**src/rtl/serial_sub_pkg.sv**
```systemverilog
// Shared types and defaults for the bit-serial subtractor.
// Optional build macro SUB_SATURATE_EN is consumed by serial_subtractor.
package serial_sub_pkg;

  localparam int unsigned DefaultWidth = 4;

  typedef enum logic [1:0] {
    StIdle  = 2'd0,
    StShift = 2'd1,
    StDone  = 2'd2
  } state_e;

  // Counter width; kept at least one bit so WIDTH==2 still yields a legal vector.
  function automatic int unsigned cnt_width(input int unsigned width);
    return (width > 2) ? $clog2(width) : 1;
  endfunction

endpackage

```
**src/rtl/full_subtractor_bit.sv**
```systemverilog
// Combinational one-bit full subtractor: d = a - b - bin, with borrow out.
module full_subtractor_bit (
  input  logic i_a,
  input  logic i_b,
  input  logic i_bin,
  output logic o_d,
  output logic o_bout
);

  logic w_ab_xor;

  assign w_ab_xor = i_a ^ i_b;
  assign o_d      = w_ab_xor ^ i_bin;
  assign o_bout   = (~i_a & i_b) | (~w_ab_xor & i_bin);

endmodule

```
**src/rtl/serial_subtractor.sv**
```systemverilog
// Bit-serial LSB-first subtractor (a - b) with start/busy/done handshake.
// Define SUB_SATURATE_EN to clamp diff to 0 whenever the final borrow is set.
module serial_subtractor
  import serial_sub_pkg::*;
#(
  parameter int unsigned WIDTH = DefaultWidth
) (
  input  logic             clk,
  input  logic             rst_n,
  input  logic             start,
  input  logic [WIDTH-1:0] a,
  input  logic [WIDTH-1:0] b,
  output logic [WIDTH-1:0] diff,
  output logic             borrow,
  output logic             busy,
  output logic             done
);

  localparam int unsigned CntW = cnt_width(WIDTH);
  localparam logic [CntW-1:0] LastCnt = CntW'(WIDTH - 1);

  state_e           r_state, w_state_d;
  logic [WIDTH-1:0] r_a_sr, w_a_sr_d;
  logic [WIDTH-1:0] r_b_sr, w_b_sr_d;
  logic [WIDTH-1:0] r_d_sr, w_d_sr_d;
  logic             r_bin, w_bin_d;
  logic [CntW-1:0]  r_cnt, w_cnt_d;
  logic [WIDTH-1:0] r_diff, w_diff_d;
  logic             r_borrow, w_borrow_d;
  logic             r_busy, w_busy_d;
  logic             r_done, w_done_d;

  logic w_d;
  logic w_bout;

  full_subtractor_bit u_fsb (
    .i_a    (r_a_sr[0]),
    .i_b    (r_b_sr[0]),
    .i_bin  (r_bin),
    .o_d    (w_d),
    .o_bout (w_bout)
  );

  always_comb begin
    w_state_d  = r_state;
    w_a_sr_d   = r_a_sr;
    w_b_sr_d   = r_b_sr;
    w_d_sr_d   = r_d_sr;
    w_bin_d    = r_bin;
    w_cnt_d    = r_cnt;
    w_diff_d   = r_diff;
    w_borrow_d = r_borrow;
    w_done_d   = 1'b0;

    unique case (r_state)
      StIdle: begin
        if (start) begin
          w_state_d = StShift;
          w_a_sr_d  = a;
          w_b_sr_d  = b;
          w_d_sr_d  = '0;
          w_bin_d   = 1'b0;
          w_cnt_d   = '0;
        end
      end
      StShift: begin
        // Result bits enter at the MSB so the LSB lands at bit 0 after WIDTH shifts.
        w_a_sr_d = r_a_sr >> 1;
        w_b_sr_d = r_b_sr >> 1;
        w_d_sr_d = {w_d, r_d_sr[WIDTH-1:1]};
        w_bin_d  = w_bout;
        w_cnt_d  = r_cnt + 1'b1;
        if (r_cnt == LastCnt) begin
          w_state_d = StDone;
        end
      end
      StDone: begin
        w_state_d  = StIdle;
        w_borrow_d = r_bin;
        w_done_d   = 1'b1;
`ifdef SUB_SATURATE_EN
        w_diff_d   = r_bin ? '0 : r_d_sr;
`else
        w_diff_d   = r_d_sr;
`endif
      end
      default: begin
        w_state_d = StIdle;
      end
    endcase

    w_busy_d = (w_state_d == StShift);
  end

  always_ff @(posedge clk or negedge rst_n) begin
    if (!rst_n) begin
      r_state  <= StIdle;
      r_a_sr   <= '0;
      r_b_sr   <= '0;
      r_d_sr   <= '0;
      r_bin    <= 1'b0;
      r_cnt    <= '0;
      r_diff   <= '0;
      r_borrow <= 1'b0;
      r_busy   <= 1'b0;
      r_done   <= 1'b0;
    end else begin
      r_state  <= w_state_d;
      r_a_sr   <= w_a_sr_d;
      r_b_sr   <= w_b_sr_d;
      r_d_sr   <= w_d_sr_d;
      r_bin    <= w_bin_d;
      r_cnt    <= w_cnt_d;
      r_diff   <= w_diff_d;
      r_borrow <= w_borrow_d;
      r_busy   <= w_busy_d;
      r_done   <= w_done_d;
    end
  end

  assign diff   = r_diff;
  assign borrow = r_borrow;
  assign busy   = r_busy;
  assign done   = r_done;

endmodule

```
**config.mk**
```make
export PLATFORM = sky130hd
export DESIGN_NAME = serial_subtractor
export DESIGN_NICKNAME = d
export VERILOG_FILES = /design/src/rtl/serial_sub_pkg.sv /design/src/rtl/full_subtractor_bit.sv /design/src/rtl/serial_subtractor.sv
export SDC_FILE = /design/constraint.sdc
export NUM_CORES = 1
export LEC_CHECK = 0
export ABC_AREA = 0
export BUFFER_PORTS_ARGS = -buffer_cell sky130_fd_sc_hd__buf_2
export CORE_UTILIZATION = 53
export CTS_CLUSTER_SIZE = 10
export DETAILED_ROUTE_END_ITERATION = 16
export PLACE_DENSITY_LB_ADDON = 0.12
export SLEW_MARGIN = 25
export SYNTH_ARGS = -nofsm -noshare
export SYNTH_HDL_FRONTEND = slang
export SYNTH_SLANG_ARGS = --single-unit
```
**constraint.sdc**
```tcl
create_clock -name clk -period 1.7 [get_ports clk]
set_input_delay 0.255 -clock clk [delete_from_list [all_inputs] [get_ports clk]]
set_output_delay 0.255 -clock clk [all_outputs]
set_load 0.02 [all_outputs]
```
==> key figures <==
Critical path
  • Crit-path leading delay family: flip-flops
  • CP max-delay cell: dfrtp_1
  • Crit path kind: register to register
  • Critical Path Source Type: register
  • CP cell instances: nand2b_1 -> mux2_4
  • CP Max Fanout: 9
  • Arr. time, crit path: 1520 ps
  • Max incr delay on CP: 490 ps
  • WP data required: 1910 ps
  • Buf/Inv on CP: 0
  • CP endpoint kind: register

Placed design
  • DP Wirelength: 1170 um
  • GP Congestion: 0.734
  • Inst Count DP: 118
  • PortBufs: 17
  • DP Area: 1140 um2

Routing
  • Initial DRT Pass Iterations: 4
  • Via count: 654
  • DRT Wirelength: 1720 um
  • Number of routed nets with antenna violations: 0
  • DRC Markers: 0
  • WL/cell: 14.0 um
  • Vias per std cell: 5.32
  • Initial DRC Count: 21

Synthesis
  • Post-synth EDFFs: 0
  • Distinct cells, synth: 21
  • Ys flop type: dfrtp_1
  • Syn_area_per_cell: 13.2 um2
  • Synthesized area: 1040 um2
  • Seq cells post-synth: 24
  • Yosys Warn Count: 0
  • Post-synthesis async set-or-reset flop share: 1.00
  • Sequential area share after synthesis: 0.576
  • Gate Count Post-Synth: 79
  • Synthesized Nets: 92

Global route
  • Vias in the first global route: 632
  • First-pass GRT wire length: 2820 um
  • Grt ovf: 0
  • Initial antenna violation count: 0
  • Global-route usage over all layers: 0.190
  • Largest net degree at the start of global routing: 25

Power
  • Clk pwr share: 0.182
  • Peak supply drop: 0.982 mV
  • Flop pwr share: 0.432
  • Pwr Total: 2.21 mW
  • Switching share of power: 0.330
  • P_leak: 0.625 nW
  • Logic gate share of total power: 0.385
  • Total power per unit cell area: 1840 nW/um2
  • Internal Power: 1.48 mW
  • Switching power total: 0.730 mW

Floorplan
  • # rows: 15
  • DIE WIDTH: 46.4 um
  • Die area: 2150 um2
  • Core Area: 1780 um2
  • Die Ht: 46.4 um
  • Initial core utilization: 0.585
  • Top Ports: 18

Min path
  • HP Class: primary input to register

STA
  • Setup TNS Final: 0 ps
  • Worst Tran Pin Value: 548 ps
  • Fmax: 0.764 GHz
  • Slew Limit Fails: 0
  • Unrepaired setup endpoints after global routing: no
  • Slew HR: 0.634
  • Tmin final: 1310 ps
  • Final Hold Vio Count: 0
  • Setup Skew: 3.71 ps
  • Final period util: 0.770
  • Final setup viols: 0

Clock tree
  • Root Driver: clkbuf_4
  • CTS sink count: 24
  • Post-cts sizing count: 0
  • CTS tree: yes
  • H-tree lvl count: 1
  • Max clock buf depth: 2
  • Worst-path clk slew: 130 ps
  • Worst skew pair latency: 310 ps
  • CTS Buf Count: 3

Cells and area
  • Area grow syn2layout: 15.0%
  • Finished Layout Cells: 123
  • Most frequent cells in the layout: dfrtp_1 (24), buf_2 (17), inv_1 (10)
  • Layout cells sized above 1: 0.306
  • Nets: 112
  • Fin area: 1200 um2
  • Fillers: 144
  • Ant diodes: 0
  • Commonest non-fill, non-tap cell in the layout: dfrtp_1

Job
  • Max Cap Viol: 0

Status
  • Outcome: complete, no violations
-- worst paths after layout --
kind                            slack, ps  cells past startpoint   endpoint       start
worst max-delay path                  390                      2    diff[3]  r_state[0]
worst min-delay path                  240                      3  r_b_sr[0]        b[0]
worst max register to register        390                      2    diff[3]  r_state[0]
worst min register to register        520                      1  r_d_sr[0]   r_d_sr[0]
max in group asynchronous             900                      2  r_a_sr[0]       rst_n
min in group asynchronous             450                      2    diff[0]       rst_n
-- cells in the mapped netlist, types with 2 or more instances --
library cell / n / share of area
a222oi_1: 6 / 0.058
a22o_1: 6 / 0.050
buf_4: 3 / 0.022
dfrtp_1: 24 / 0.58
inv_1: 10 / 0.036
mux2_4: 5 / 0.072
nand2_1: 2 / 0.0072
nand4bb_1: 2 / 0.022
nor2_1: 6 / 0.022
nor2b_1: 2 / 0.012
o21ba_1: 2 / 0.019
o311ai_0: 2 / 0.017
-- layer usage --
layer / global-route usage / part of all wire
met4: 0.0882 / 0.010
met1: 0.278 / 0.50
met2: 0.281 / 0.47
met3: 0.0235 / 0.023
met5: 0 / 0
-- cell type report --
class | count | area (um2) | area share
Clock inverter | 1 | 30.0 | 0.0250
Inverter | 10 | 37.5 | 0.0313
Timing Repair Buffer | 20 | 110 | 0.0918
Multi-Input combinational cell | 40 | 368 | 0.307
Sequential cell | 24 | 601 | 0.501
Tap cell | 25 | 31.3 | 0.0261
Clock buffer | 3 | 22.5 | 0.0188
-- sequential cells by signal, indices dropped and copies added, names as in the netlist, 2 cells and up --
| name | flops |
|---|---|
| r_a_sr | 4 |
| r_b_sr | 4 |
| r_cnt | 2 |
| diff | 4 |
| r_state | 2 |
| r_d_sr | 4 |
-- power by group through the flow --
stage	clock, mW	sequential (mW)	combinational [mW]
global placement	0	0.962	0.831
detailed placement	0	0.973	0.852
floorplan	0	1.01	0.632
finish	0.403	0.957	0.853
CTS	0.412	0.958	0.861
global route	0.428	0.995	0.955
-- what timing repair did --
action | 4_1_cts | 5_1_grt
endpoints found under the hold margin | 24 | 0
hold buffers | 1 | 0
setup buffers | 0 | 0
endpoints found under the setup margin | 0 | 0
-- cell families (layout without fill, tap and decap cells) --
kind of cell,after synthesis,in the layout,synth area share
AOI/OAI and AO/OA,17,17,0.151
muxes,6,6,0.0827
and+or+nand+nor,15,15,0.0875
buffers and inverters,15,34,0.0719
adders and majority gates,2,2,0.0312
DFF,24,24,0.576
-- tightest hold or removal path: stages --
cell and delay [ps]:
buf_2 90, nor2_1 70, a222oi_1 90
-- stage by stage --
stage / setup slack, ps / util / hold WS [ps]
6_report: 391 / 0.673 / 240
3_5_place_dp: 405 / 0.638 / 263
2_1_floorplan: 448 / - / -40.6
3_3_place_gp: 429 / 0.638 / 260
5_1_grt: 317 / 0.673 / 246
4_1_cts: 388 / 0.673 / 232
No activity file was read; power rests on OpenSTA's default activity.
